**config.mk**
```make
export PLATFORM = sky130hd
export DESIGN_NAME = next_pill_monitor_flat
export DESIGN_NICKNAME = d
export VERILOG_FILES = /design/src/rtl/next_pill_monitor_pkg.sv /design/src/rtl/next_pill_monitor_if.sv /design/src/rtl/next_pill_monitor_channel.sv /design/src/rtl/next_pill_monitor.sv /design/src/flat_wrapper.sv
export SDC_FILE = /design/constraint.sdc
export NUM_CORES = 1
export LEC_CHECK = 0
export CAP_MARGIN = 20
export CORE_UTILIZATION = 53
export DETAILED_ROUTE_END_ITERATION = 6
export PLACE_DENSITY = 0.81
export SLEW_MARGIN = 20
export SYNTH_ARGS = -nofsm -noshare
export SYNTH_HDL_FRONTEND = slang
export SYNTH_SLANG_ARGS = --single-unit
export TNS_END_PERCENT = 100
```
**constraint.sdc**
```tcl
create_clock -name clk -period 2.8 [get_ports clk]
set_input_delay 0.56 -clock clk [delete_from_list [all_inputs] [get_ports clk]]
set_output_delay 0.56 -clock clk [all_outputs]
set_load 0.01 [all_outputs]
```
**src/rtl/next_pill_monitor_pkg.sv**
```systemverilog
// Shared definitions for the next-pill countdown monitor.
//   - ch_state_e   : per-channel state (idle / counting / due)
//   - RUN_STATE    : system state value in which ticks are honoured
//   - PILLx_OFS    : bit offsets of the three intervals inside romContent
//   - DISABLED_DUR : duration shown by a channel that is not counting
//   - rom_offset() : maps channel index 0..2 to its romContent offset
package next_pill_monitor_pkg;

    typedef enum logic [1:0] {
        CH_IDLE  = 2'd0,
        CH_COUNT = 2'd1,
        CH_DUE   = 2'd2
    } ch_state_e;

    localparam logic [3:0] RUN_STATE    = 4'd3;
    localparam int         PILL1_OFS    = 16;
    localparam int         PILL2_OFS    = 8;
    localparam int         PILL3_OFS    = 0;
    localparam logic [3:0] DISABLED_DUR = 4'd15;

    function automatic int rom_offset(input int idx);
        case (idx)
            0:       return PILL1_OFS;
            1:       return PILL2_OFS;
            default: return PILL3_OFS;
        endcase
    endfunction

endpackage

```
**src/rtl/next_pill_monitor_if.sv**
```systemverilog
// Bundle between the system/recorder side and the countdown monitor.
//   master : drives state, loadRom, tick, romContent, ackTaken
//            and observes durations, LEDs, alarm and missed pulses
//   slave  : the monitor itself (mirror image of master)
interface next_pill_monitor_if;
    logic [3:0]  state;
    logic        loadRom;
    logic        tick;
    logic [27:0] romContent;
    logic [2:0]  ackTaken;
    logic [11:0] pill12And3Duration;
    logic [2:0]  pillLed;
    logic        alarm;
    logic [2:0]  missedPulse;

    modport master (
        output state, loadRom, tick, romContent, ackTaken,
        input  pill12And3Duration, pillLed, alarm, missedPulse
    );

    modport slave (
        input  state, loadRom, tick, romContent, ackTaken,
        output pill12And3Duration, pillLed, alarm, missedPulse
    );
endinterface

```
**src/rtl/next_pill_monitor_channel.sv**
```systemverilog
// One pill channel: latches its interval on load_rom, counts down on
// qualified ticks, sits in DUE (led on) until acknowledged or until the
// grace window runs out, then reloads the interval.
//   clk, reset_n  : clock, async active-low reset
//   run           : system is in the running state
//   tick, load_rom: single-cycle pulses
//   rom_interval  : this channel's interval field
//   ack           : pill-taken acknowledge for this channel
//   duration      : remaining duration (DISABLED_DUR when idle)
//   led           : channel is due
//   missed        : one-cycle pulse on grace-expiry reload
module pill_countdown_channel
    import next_pill_monitor_pkg::*;
#(
    parameter int TICK_W      = 4,
    parameter int GRACE_TICKS = 2
) (
    input  logic              clk,
    input  logic              reset_n,
    input  logic              run,
    input  logic              tick,
    input  logic              load_rom,
    input  logic [TICK_W-1:0] rom_interval,
    input  logic              ack,
    output logic [TICK_W-1:0] duration,
    output logic              led,
    output logic              missed
);

    localparam logic [TICK_W-1:0] IDLE_DUR = TICK_W'(DISABLED_DUR);
    localparam logic [TICK_W-1:0] GRACE    = TICK_W'(GRACE_TICKS);

    ch_state_e         state_q,    state_d;
    logic [TICK_W-1:0] dur_q,      dur_d;
    logic [TICK_W-1:0] grace_q,    grace_d;
    logic [TICK_W-1:0] interval_q, interval_d;
    logic              missed_q,   missed_d;

    always_comb begin
        // NOTE: every signal gets a default before any branch so no path
        // leaves it unassigned; a missing default would infer a latch.
        state_d    = state_q;
        dur_d      = dur_q;
        grace_d    = grace_q;
        interval_d = interval_q;
        missed_d   = 1'b0;

        if (load_rom) begin
            // Reload overrides everything except reset; intervals below 2
            // leave the channel disabled.
            interval_d = rom_interval;
            grace_d    = '0;
            if (rom_interval >= TICK_W'(2)) begin
                state_d = CH_COUNT;
                dur_d   = rom_interval;
            end else begin
                state_d = CH_IDLE;
                dur_d   = IDLE_DUR;
            end
        end else begin
            case (state_q)
                CH_COUNT: begin
                    if (run && tick && dur_q != '0) begin
                        dur_d = dur_q - 1'b1;
                        if (dur_q == TICK_W'(1)) begin
                            state_d = CH_DUE;
                            grace_d = GRACE;
                        end
                    end
                end
                CH_DUE: begin
                    if (ack) begin
                        state_d = CH_COUNT;
                        dur_d   = interval_q;
                        grace_d = '0;
                    end else if (run && tick) begin
                        // The tick that takes grace to zero is the reload tick.
                        if (grace_q <= TICK_W'(1)) begin
                            state_d  = CH_COUNT;
                            dur_d    = interval_q;
                            grace_d  = '0;
                            missed_d = 1'b1;
                        end else begin
                            grace_d = grace_q - 1'b1;
                        end
                    end
                end
                CH_IDLE: ;
                default: begin
                    state_d = CH_IDLE;
                    dur_d   = IDLE_DUR;
                    grace_d = '0;
                end
            endcase
        end
    end

    always_ff @(posedge clk or negedge reset_n) begin
        // NOTE: sequential state uses non-blocking assignments so every flop
        // samples pre-edge values regardless of statement order.
        if (!reset_n) begin
            state_q    <= CH_IDLE;
            dur_q      <= IDLE_DUR;
            grace_q    <= '0;
            interval_q <= '0;
            missed_q   <= 1'b0;
        end else begin
            state_q    <= state_d;
            dur_q      <= dur_d;
            grace_q    <= grace_d;
            interval_q <= interval_d;
            missed_q   <= missed_d;
        end
    end

    assign duration = dur_q;
    assign led      = (state_q == CH_DUE);
    assign missed   = missed_q;

endmodule

```
**src/rtl/next_pill_monitor.sv**
```systemverilog
// Three-channel next-pill countdown feeding the pill-taken recorder.
//   clk, reset_n : clock, async active-low reset
//   bus (slave)  : state/loadRom/tick/romContent/ackTaken in;
//                  pill12And3Duration/pillLed/alarm/missedPulse out
// Channel 0 is pill1: romContent[19:16], duration [11:8], bit 0 of LEDs.
module next_pill_monitor
    import next_pill_monitor_pkg::*;
#(
    parameter int TICK_W      = 4,
    parameter int GRACE_TICKS = 2
) (
    input  logic                 clk,
    input  logic                 reset_n,
    next_pill_monitor_if.slave   bus
);

    logic              run;
    logic [TICK_W-1:0] dur_w [3];
    logic [2:0]        led_w;
    logic [2:0]        missed_w;

    assign run = (bus.state == RUN_STATE);

    for (genvar i = 0; i < 3; i++) begin : g_ch
        pill_countdown_channel #(
            .TICK_W      (TICK_W),
            .GRACE_TICKS (GRACE_TICKS)
        ) u_ch (
            .clk          (clk),
            .reset_n      (reset_n),
            .run          (run),
            .tick         (bus.tick),
            .load_rom     (bus.loadRom),
            .rom_interval (bus.romContent[rom_offset(i) +: TICK_W]),
            .ack          (bus.ackTaken[i]),
            .duration     (dur_w[i]),
            .led          (led_w[i]),
            .missed       (missed_w[i])
        );
    end

    // Pill1 occupies the most significant nibble of the duration bus.
    assign bus.pill12And3Duration = {dur_w[0], dur_w[1], dur_w[2]};
    assign bus.pillLed            = led_w;
    assign bus.alarm              = |led_w;
    assign bus.missedPulse        = missed_w;

endmodule

```
**src/flat_wrapper.sv**
```systemverilog
// flat-port wrapper written by rule: the top's interface ports become plain ports
module next_pill_monitor_flat import next_pill_monitor_pkg::*;
#(
    parameter int TICK_W      = 4,
    parameter int GRACE_TICKS = 2
)
  (clk, reset_n, bus_state, bus_loadRom, bus_tick, bus_romContent, bus_ackTaken, bus_pill12And3Duration, bus_pillLed, bus_alarm, bus_missedPulse);
  next_pill_monitor_if bus_i ();
  input  logic clk;
  input  logic reset_n;
  input wire logic [$bits(bus_i.state)-1:0] bus_state;
  input wire logic [$bits(bus_i.loadRom)-1:0] bus_loadRom;
  input wire logic [$bits(bus_i.tick)-1:0] bus_tick;
  input wire logic [$bits(bus_i.romContent)-1:0] bus_romContent;
  input wire logic [$bits(bus_i.ackTaken)-1:0] bus_ackTaken;
  output wire logic [$bits(bus_i.pill12And3Duration)-1:0] bus_pill12And3Duration;
  output wire logic [$bits(bus_i.pillLed)-1:0] bus_pillLed;
  output wire logic [$bits(bus_i.alarm)-1:0] bus_alarm;
  output wire logic [$bits(bus_i.missedPulse)-1:0] bus_missedPulse;
  assign bus_i.state = bus_state;
  assign bus_i.loadRom = bus_loadRom;
  assign bus_i.tick = bus_tick;
  assign bus_i.romContent = bus_romContent;
  assign bus_i.ackTaken = bus_ackTaken;
  assign bus_pill12And3Duration = bus_i.pill12And3Duration;
  assign bus_pillLed = bus_i.pillLed;
  assign bus_alarm = bus_i.alarm;
  assign bus_missedPulse = bus_i.missedPulse;
  next_pill_monitor #(.TICK_W(TICK_W), .GRACE_TICKS(GRACE_TICKS)) u_core (.clk(clk), .reset_n(reset_n), .bus(bus_i));
endmodule
```
* After elaboration in Yosys (flattened, before gate mapping)
Index checks and enable logic that the tools add are counted.
** Storage, ports and cells
- Word-level logic and storage cells :: 153
- Flip-flop bits (word level) :: 45
** Operators by class
- Equal/unequal tests :: 25
- Reduce and logical (&&, ||, !) cells :: 20
- $add $sub $neg :: 6
- Multiplexer cells :: 81
- Magnitude comparators :: 6
** Operators with widths (count)
- $mux W4 :: 36
- $pmux W4 S3 :: 6
- $mux W2 :: 18
- $ne A4 B3 Y1 const B :: 6
- $reduce_and A4 Y1 :: 6
- $sub A4 B1 Y4 const B :: 6
- $mux W1 :: 18
- $ne A3 B3 Y1 const B :: 6
- $pmux W2 S3 :: 3
- $reduce_and A5 Y1 :: 3
- $eq A4 B1 Y1 const B :: 3
- $ge A4 B2 Y1 const B :: 3
- $le A4 B1 Y1 const B :: 3
- $reduce_bool A4 Y1 :: 3
- $eq A2 B1 Y1 const B :: 3
- $eq A2 B2 Y1 const B :: 3
- $logic_not A2 Y1 :: 3
- $ne A2 B2 Y1 const B :: 3
- $eq A4 B2 Y1 const B :: 1
- $logic_and A1 B1 Y1 :: 4
- $reduce_or A3 Y1 :: 1

* Depth between registers and ports, before layout
Gate-level depths: netlist (run 1).
- Word-level depth :: 6
- Gate-level depth with buffers :: 8
- Mapped depth without buffers :: 7

* Modules after synthesis
A second synthesis (run 1) with hierarchy kept.
** Unflattened totals
- Cell total of the unflattened synthesis :: 296
- Area, all modules :: 3007.9 µm²
** By module, submodules not included
- pill_countdown_channel :: cells each 98, times used 3, sequential area each 380.4 µm², area an instance 997.2 µm²
- next_pill_monitor :: cells each 2, times used 1, sequential area each 0.0 µm², area an instance 16.3 µm²

* Worst setup path before layout (run 1)
No wires, ideal clock.
- Kind :: reg2reg
- Start :: register u_core.g_ch[1].u_ch.dur_q[0]
- End :: register u_core.g_ch[1].u_ch.state_q[1]
- Data arrival time :: 1914 ps
- Library setup time :: 133 ps
- Cell stages (with the launch flop) :: 8
- Path slack :: 752 ps
- Period minus slack after synthesis :: 2048 ps
- Cells stage by stage :: dfstp_2 inv_1 ha_1 nor4b_1 nand3_1 a211oi_1 mux2i_1 nor2_1
** Between the ends
- Cells in the longest elaborated chain, start to end :: 4
- Elaborated cells between the ends (all ways) :: 6
- Classes of those cells :: 3 x eq/ne; 3 x reduce/logical
** RTL lines
- start: declaration :: RTL line next_pill_monitor_channel.sv:34 : logic [TICK_W-1:0] dur_q, dur_d;
- start signal: assignment :: RTL line next_pill_monitor_channel.sv:109 : dur_q <= dur_d;
- $reduce_bool A4 Y1 :: RTL line next_pill_monitor_channel.sv:63 : if (run && tick && dur_q != '0) begin
- $logic_and A1 B1 Y1 :: RTL line next_pill_monitor_channel.sv:63
- $ne A3 B3 Y1 (no line)
- $reduce_and A5 Y1 (no line) (*)
- end signal: assignment :: RTL line next_pill_monitor_channel.sv:108 : state_q <= state_d;
- end: declaration :: RTL line next_pill_monitor_channel.sv:33 : ch_state_e state_q, state_d;
Every way passes the cells marked *; elsewhere a longest branch is shown, timed or not.
A chain may end at the register's enable or synchronous reset.

* Worst setup path in the final report (run 1)
- Start :: register u_core.g_ch[2].u_ch.state_q[0]
- End :: output port bus_alarm
** Between the ends
- Cells in the longest elaborated chain, start to end :: 2
** RTL lines
- start: declaration :: RTL line next_pill_monitor_channel.sv:33
- start signal: assignment :: RTL line next_pill_monitor_channel.sv:108
- $eq A2 B2 Y1 :: RTL line next_pill_monitor_channel.sv:117 : assign led = (state_q == CH_DUE);
- $reduce_or A3 Y1 :: RTL line next_pill_monitor.sv:45 : assign bus.alarm = |led_w;
- end: declaration :: RTL line flat_wrapper.sv:18 : output wire logic [$bits(bus_i.alarm)-1:0] bus_alarm;
No other way between the ends.

==> results.cfg, run 1 <==
[run_status]
status = finished, final reports clean

[finish]
areaGrowthSynthToFinish_pct = 18.1
stdcell_count = 441
drive_above_1_share = 0.171
utilization = 0.663
final_area_um2 = 3720
final_nets = 437
antennaDiodeCount = 0

[synthesis]
syn_nets = 394
synth_common_cells = 33 x dfrtp_1, 30 x ha_1, 28 x nor2_1
syn_inst = 325
yosys.area.top_type = dfrtp_1
ys_ff_latch = 45
ys_async_sr_fraction = 1.00
syn_area_per_cell_um2 = 9.69
ys.flop_type = dfrtp_1
synth-edff-count = 0
yosysMostFrequentCell = dfrtp_1
yosysWarnings = 0
synth-seq-area-share = 0.362
synth_area_leaders = dfrtp_1 26%, ha_1 12%, dfstp_2 10%, mux2_2 6.1%, nor2_1 3.3%
synth_top_area_frac = 0.262
netlist_area_um2 = 3150
synth_cell_types = 58

[drt]
dr.pass1.iters = 4
vias = 2548
post_drt_wl_per_cell_um = 15.5
drc = 0
vias_per_cell = 5.78
drt_iter0_markers = 108
routed_wl_mm = 6.83
ant_nets = 0

[die]
start_util = 0.562
num_io_pins = 58
die_y_um = 79.1
dieWidth_um = 79.1
placementRows = 27
die_area_um2 = 6250
coreArea_um2 = 5610

[timing]
hold_viol_final = 0
setup_viol = 0
fin_crit_sh = 0.927
final_max_slew_viol_count = 0
finClkSkew_ns = 0.00949
rsz0062_at_grt = false
fin_crit_ns = 2.59
max_freq_ghz = 0.385
relSlewSlack = 0.373
worst_pin_slew_ns = 0.941
tns_ns = 0
worst_slack_ns = 0.205

[place]
port_buffers = 41
place_ws_ns = 0.265
place_hpwl_mm = 5.01
gp_congestion = 0.898
placed_area_um2 = 3640
dp_cells = 433

[critical_path]
end_kind = primary output
worstPathRequired_ns = 2.24
critPathMaxFanout = 8
crit_type = reg2out
worst_ep_arrival_time_ns = 2.03
worstSetupStartpointType = flip-flop

[clock_tree]
cts_sinks = 45
postCtsHoldBufs = 0
cts.clk_slew.worst_paths_ns = 0.09
clkLatencyLatePin_ns = 0.30
clockRootBuffer = clkbuf_8
tritoncts = built
numCtsBuffers = 5
cts_buffer_depth = 2
cts_max_level = 2
cts_resized = 0
post_cts_buffers = 0

[global_route]
grt_max_degree = 43
grt.overflow.total = 0
antenna_found_initial = 0
grt_pass1_vias = 2449
grt_pass1_wl_mm = 11.6
grtUsageTotal = 0.237

[pwr]
p_leak_uw = 0.00161
peakVddDrop_mv = 0.493
power.density_nw_per_um2 = 856

[hold_path]
min_path_type = in2async

[flow_run]
maxCapViolCount = 0
## stage by stage
stage | hold WS [ns] | total power, uW
after floorplan | 0.264 | 2220
after global placement | 0.490 | 2720
after detailed placement | 0.494 | 2770
after CTS | 0.434 | 3190
after global routing | 0.471 | 3460
final | 0.398 | 3180
## layout by cell type, fill, tap and decap left out, types with 3 or more instances in the layout
cell type	n
a21boi_0	3
inv_1	27
clkbuf_8	5
o22ai_1	3
nand2b_1	6
nor2_1	28
dfstp_2	12
o21ai_2	3
dfrtp_1	33
buf_4	6
a21oi_1	7
o21ai_0	14
nand3b_1	3
a221oi_1	3
o31ai_1	8
mux2i_1	9
nor3_1	10
a221o_1	3
clkdlybuf4s50_1	40
ha_1	30
mux2_2	17
o21a_1	4
or4_1	3
nor4b_1	3
a31oi_1	4
nor2b_1	6
nand2_1	27
a21oi_2	3
or3_1	4
## flip-flops by register name (all words and copies together), names as in the netlist
register,count
u_core.g_ch.u_ch.missed,3
u_core.g_ch.u_ch.grace_q,12
u_core.g_ch.u_ch.state_q,6
u_core.g_ch.u_ch.interval_q,12
u_core.g_ch.u_ch.duration,12
## layout make-up
class | count | area, um2
clock buffers | 7 | 76.3
clock inverters | 1 | 7.51
fillers | 477 | 1890
inverters | 27 | 101
multi-input cells | 241 | 1830
flip-flops and latches | 45 | 1140
well taps | 72 | 90.1
repair buffers | 48 | 470
## worst paths after layout
path / slack (ns) / end / from / depth (start not counted)
hold reg to reg: 0.50 / u_core.g_ch[0].u_ch.grace_q[1] / u_core.g_ch[0].u_ch.grace_q[1] / 2
setup reg to reg: 0.52 / u_core.g_ch[2].u_ch.duration[3] / u_core.g_ch[2].u_ch.state_q[0] / 7
min in group clk: 0.50 / u_core.g_ch[0].u_ch.grace_q[1] / u_core.g_ch[0].u_ch.grace_q[1] / 2
setup / recovery: 0.21 / bus_alarm / u_core.g_ch[2].u_ch.state_q[0] / 4
hold / removal: 0.40 / u_core.g_ch[1].u_ch.missed / reset_n / 1
max in group asynchronous: 1.68 / u_core.g_ch[2].u_ch.duration[3] / reset_n / 2
## critical path, cell delays in order, from the launching register on
cell             delay (ns)
dfrtp_1                0.39
inv_1                  0.11
ha_1                   0.32
or3_1                  0.42
clkdlybuf4s50_1        0.50
## routing by layer
metal  GRT usage  share of wire  vias to the layer above
met5           0              0                        -
met4       0.105          0.016                        0
met3      0.0310          0.042                       11
met2       0.371           0.48                       71
met1       0.326           0.46                     1224
li1            -              -                     1242
## power breakdown
group	switching, uW	total (uW)	internal, uW
Sequential	178	1060	881
Combinational	913	1730	818
Clock	218	395	177
Total	1310	3180	1880
## cell families (layout without fill, tap and decap cells)
group,count (synthesis),count (layout),synth area share
AOI/OAI and AO/OA,74,74,0.180
and+or+nand+nor,108,108,0.186
DFF,45,45,0.362
buffers and inverters,39,83,0.0556
xor gates and xnor gates,3,3,0.00834
adders and majority gates,30,30,0.119
muxes,26,26,0.0894
No activity file was read; power rests on OpenSTA's default activity.
==> run 2, diff against run 1 <==
Settings changed: CAP_MARGIN 20 to not set, CORE_UTILIZATION 53 to 48, PLACE_DENSITY 0.81 to 0.77.
Clock period 2.8 ns to 2.1 ns, I/O delays scaled along.
==> run 2 against run 1 <==
Compared with the run above: sequential power rose by 32%; power increased by 51%; sequential share of layout area down 2.9 points; via count increased by 6.5%; cell count rose by 10%; clock skew fell by 0.0025 ns; non-clock buffer count rose by 40; routed wire length rose by 9.8%; register-to-register slack worse by 0.45 ns; critical path type is now reg2reg; critical endpoint is now u_core.g_ch[0].u_ch.grace_q[3]; largest power group unchanged; highest routed layer unchanged.
==> results.cfg, run 2 (synthesis results as in run 1) <==
[clock_tree]
clockRootBuffer = clkbuf_8
tritoncts = built
cts_buffer_depth = 2
clkLatencyLatePin_ns = 0.30
cts_max_level = 2
cts.clk_slew.worst_paths_ns = 0.08
numCtsBuffers = 5
cts_sinks = 45

[timing]
max_freq_ghz = 0.491
tns_ns = 0
finClkSkew_ns = 0.00698
relSlewSlack = 0.622
fin_crit_ns = 2.03
fin_crit_sh = 0.969
final_max_slew_viol_count = 0
worst_pin_slew_ns = 0.559
worst_slack_ns = 0.0653
hold_viol_final = 0
setup_viol = 0

[global_route]
grt_pass1_vias = 2781
grtUsageTotal = 0.227
grt.overflow.total = 0
antenna_found_initial = 0
grt_pass1_wl_mm = 12.7
grt_max_degree = 21

[critical_path]
rrSetupSlack_ns = 0.07
crit_type = reg2reg
worstPathRequired_ns = 2.33
reg2reg_depth = 7
r2r-start = u_core.g_ch[0].u_ch.state_q[1]
r2r-end = u_core.g_ch[0].u_ch.grace_q[3]
critPathMaxFanout = 4
end_kind = flip-flop
worst_ep_arrival_time_ns = 2.27
worstSetupStartpointType = flip-flop

[finish]
fill_cells = 532
areaGrowthSynthToFinish_pct = 30.5
stdcell_count = 486
final_common_cell = buf_4
drive_above_1_share = 0.286
mostFrequentLayoutCells = 44 x buf_4, 37 x clkdlybuf4s50_1, 33 x dfrtp_1
antennaDiodeCount = 0
final_nets = 477

[die]
placementRows = 29
start_util = 0.496
dieWidth_um = 83
coreArea_um2 = 6350
die_y_um = 83
die_area_um2 = 6890
num_io_pins = 58

[hold_path]
hp-start = u_core.g_ch[0].u_ch.interval_q[1]
min_path_type = reg2reg
min_path_cells = 1
holdPathEnd = u_core.g_ch[0].u_ch.interval_q[1]

[drt]
ant_nets = 0
vias = 2714
routed_wl_mm = 7.50
post_drt_wl_per_cell_um = 15.4
drt_iter0_markers = 118
vias_per_cell = 5.58
drc = 0
dr.pass1.iters = 4

[place]
place_ws_ns = -0.134
dp_cells = 474
gp_congestion = 0.874
place_hpwl_mm = 5.81
port_buffers = 41

[pwr]
swShare = 0.394
peakVddDrop_mv = 0.721
seqPwrFrac = 0.292
power.share.combinational = 0.572
p_leak_uw = 0.00183
power.switching_uw = 1890
power.density_nw_per_um2 = 1170
intPower_uw = 2910
clockPowerShare = 0.136

[run_status]
status = finished, final reports clean

[flow_run]
maxCapViolCount = 0
[run 2: cell types whose count changed in the layout (fill, tap and decap cells not counted), sizes merged]
| cell | delta |
|---|---|
| bufinv | +1 |
| clkinvlp | -1 |
| dlygate4sd2 | +2 |
| buf | +39 |
| dlygate4sd3 | +1 |
| clkinv | +1 |
| clkdlybuf4s50 | -3 |
[run 2: how the worst max path moves through the flow]
| stage | startpoint | to | slack (ns) | cells after the start |
|---|---|---|---|---|
| 6_report | u_core.g_ch[0].u_ch.state_q[1] | u_core.g_ch[0].u_ch.grace_q[3] | 0.07 | 7 |
| 3_5_place_dp | bus_loadRom | u_core.g_ch[2].u_ch.duration[3] | -0.13 | 7 |
| 5_1_grt | u_core.g_ch[1].u_ch.grace_q[0] | u_core.g_ch[1].u_ch.duration[0] | -0.01 | 8 |
| 2_1_floorplan | u_core.g_ch[1].u_ch.duration[0] | u_core.g_ch[1].u_ch.state_q[1] | 0.05 | 7 |
| 3_3_place_gp | bus_loadRom | u_core.g_ch[2].u_ch.duration[3] | -0.13 | 7 |
| 4_1_cts | u_core.g_ch[0].u_ch.state_q[0] | bus_alarm | 0.006 | 4 |
[run 2: cell type report]
| class | instances | area, um2 | share of cell area |
|---|---|---|---|
| timing repair buffer | 88 | 761 | 0.185 |
| tap | 77 | 96.3 | 0.0234 |
| clock buffer | 6 | 72.6 | 0.0177 |
| inverter | 27 | 101 | 0.0247 |
| sequential | 45 | 1140 | 0.278 |
| clock inverter | 2 | 35.0 | 0.00852 |
| multi-input combinational | 241 | 1900 | 0.463 |
[run 2: worst max-delay path, cell delays in order (launching register included)]
cell,delay (ns)
dfrtp_1,0.39
inv_1,0.11
ha_1,0.25
nor2b_1,0.17
and3_4,0.17
or3_4,0.38
or3_4,0.37
o21ai_2,0.13
[run 2: repair_timing]
action	4_1_cts	5_1_grt
pin swaps	1	4
buffers inserted	1	2
endpoints found under the hold margin	5	0
setup endpoints to repair	5	15
gates resized for setup	9	18
hold buffers	1	0
[run 2: power groups by stage]
stage / sequential [uW] / combinational (uW) / clock [uW]
6_report: 1400 / 2750 / 651
5_1_grt: 1440 / 3030 / 700
4_1_cts: 1390 / 2630 / 670
3_5_place_dp: 1400 / 2590 / 0
3_3_place_gp: 1390 / 2500 / 0
2_1_floorplan: 1420 / 1540 / 0
[run 2: layer usage]
layer / global-route usage / vias up / routed length (um)
met5: 0 / - / 0
met4: 0.0674 / 0 / 122
met3: 0.0338 / 12 / 343
met2: 0.399 / 73 / 3720
met1: 0.287 / 1311 / 3310
li1: - / 1318 / -
[run 2: stage by stage]
stage / util / area (um2) / hold WS, ns / total power (uW)
after floorplan: - / 3150 / 0.124 / 2960
after global placement: 0.614 / 3900 / 0.305 / 3890
after detailed placement: 0.614 / 3900 / 0.301 / 4000
after CTS: 0.636 / 4040 / 0.516 / 4690
after global routing: 0.647 / 4110 / 0.536 / 5160
final: 0.647 / 4110 / 0.510 / 4800
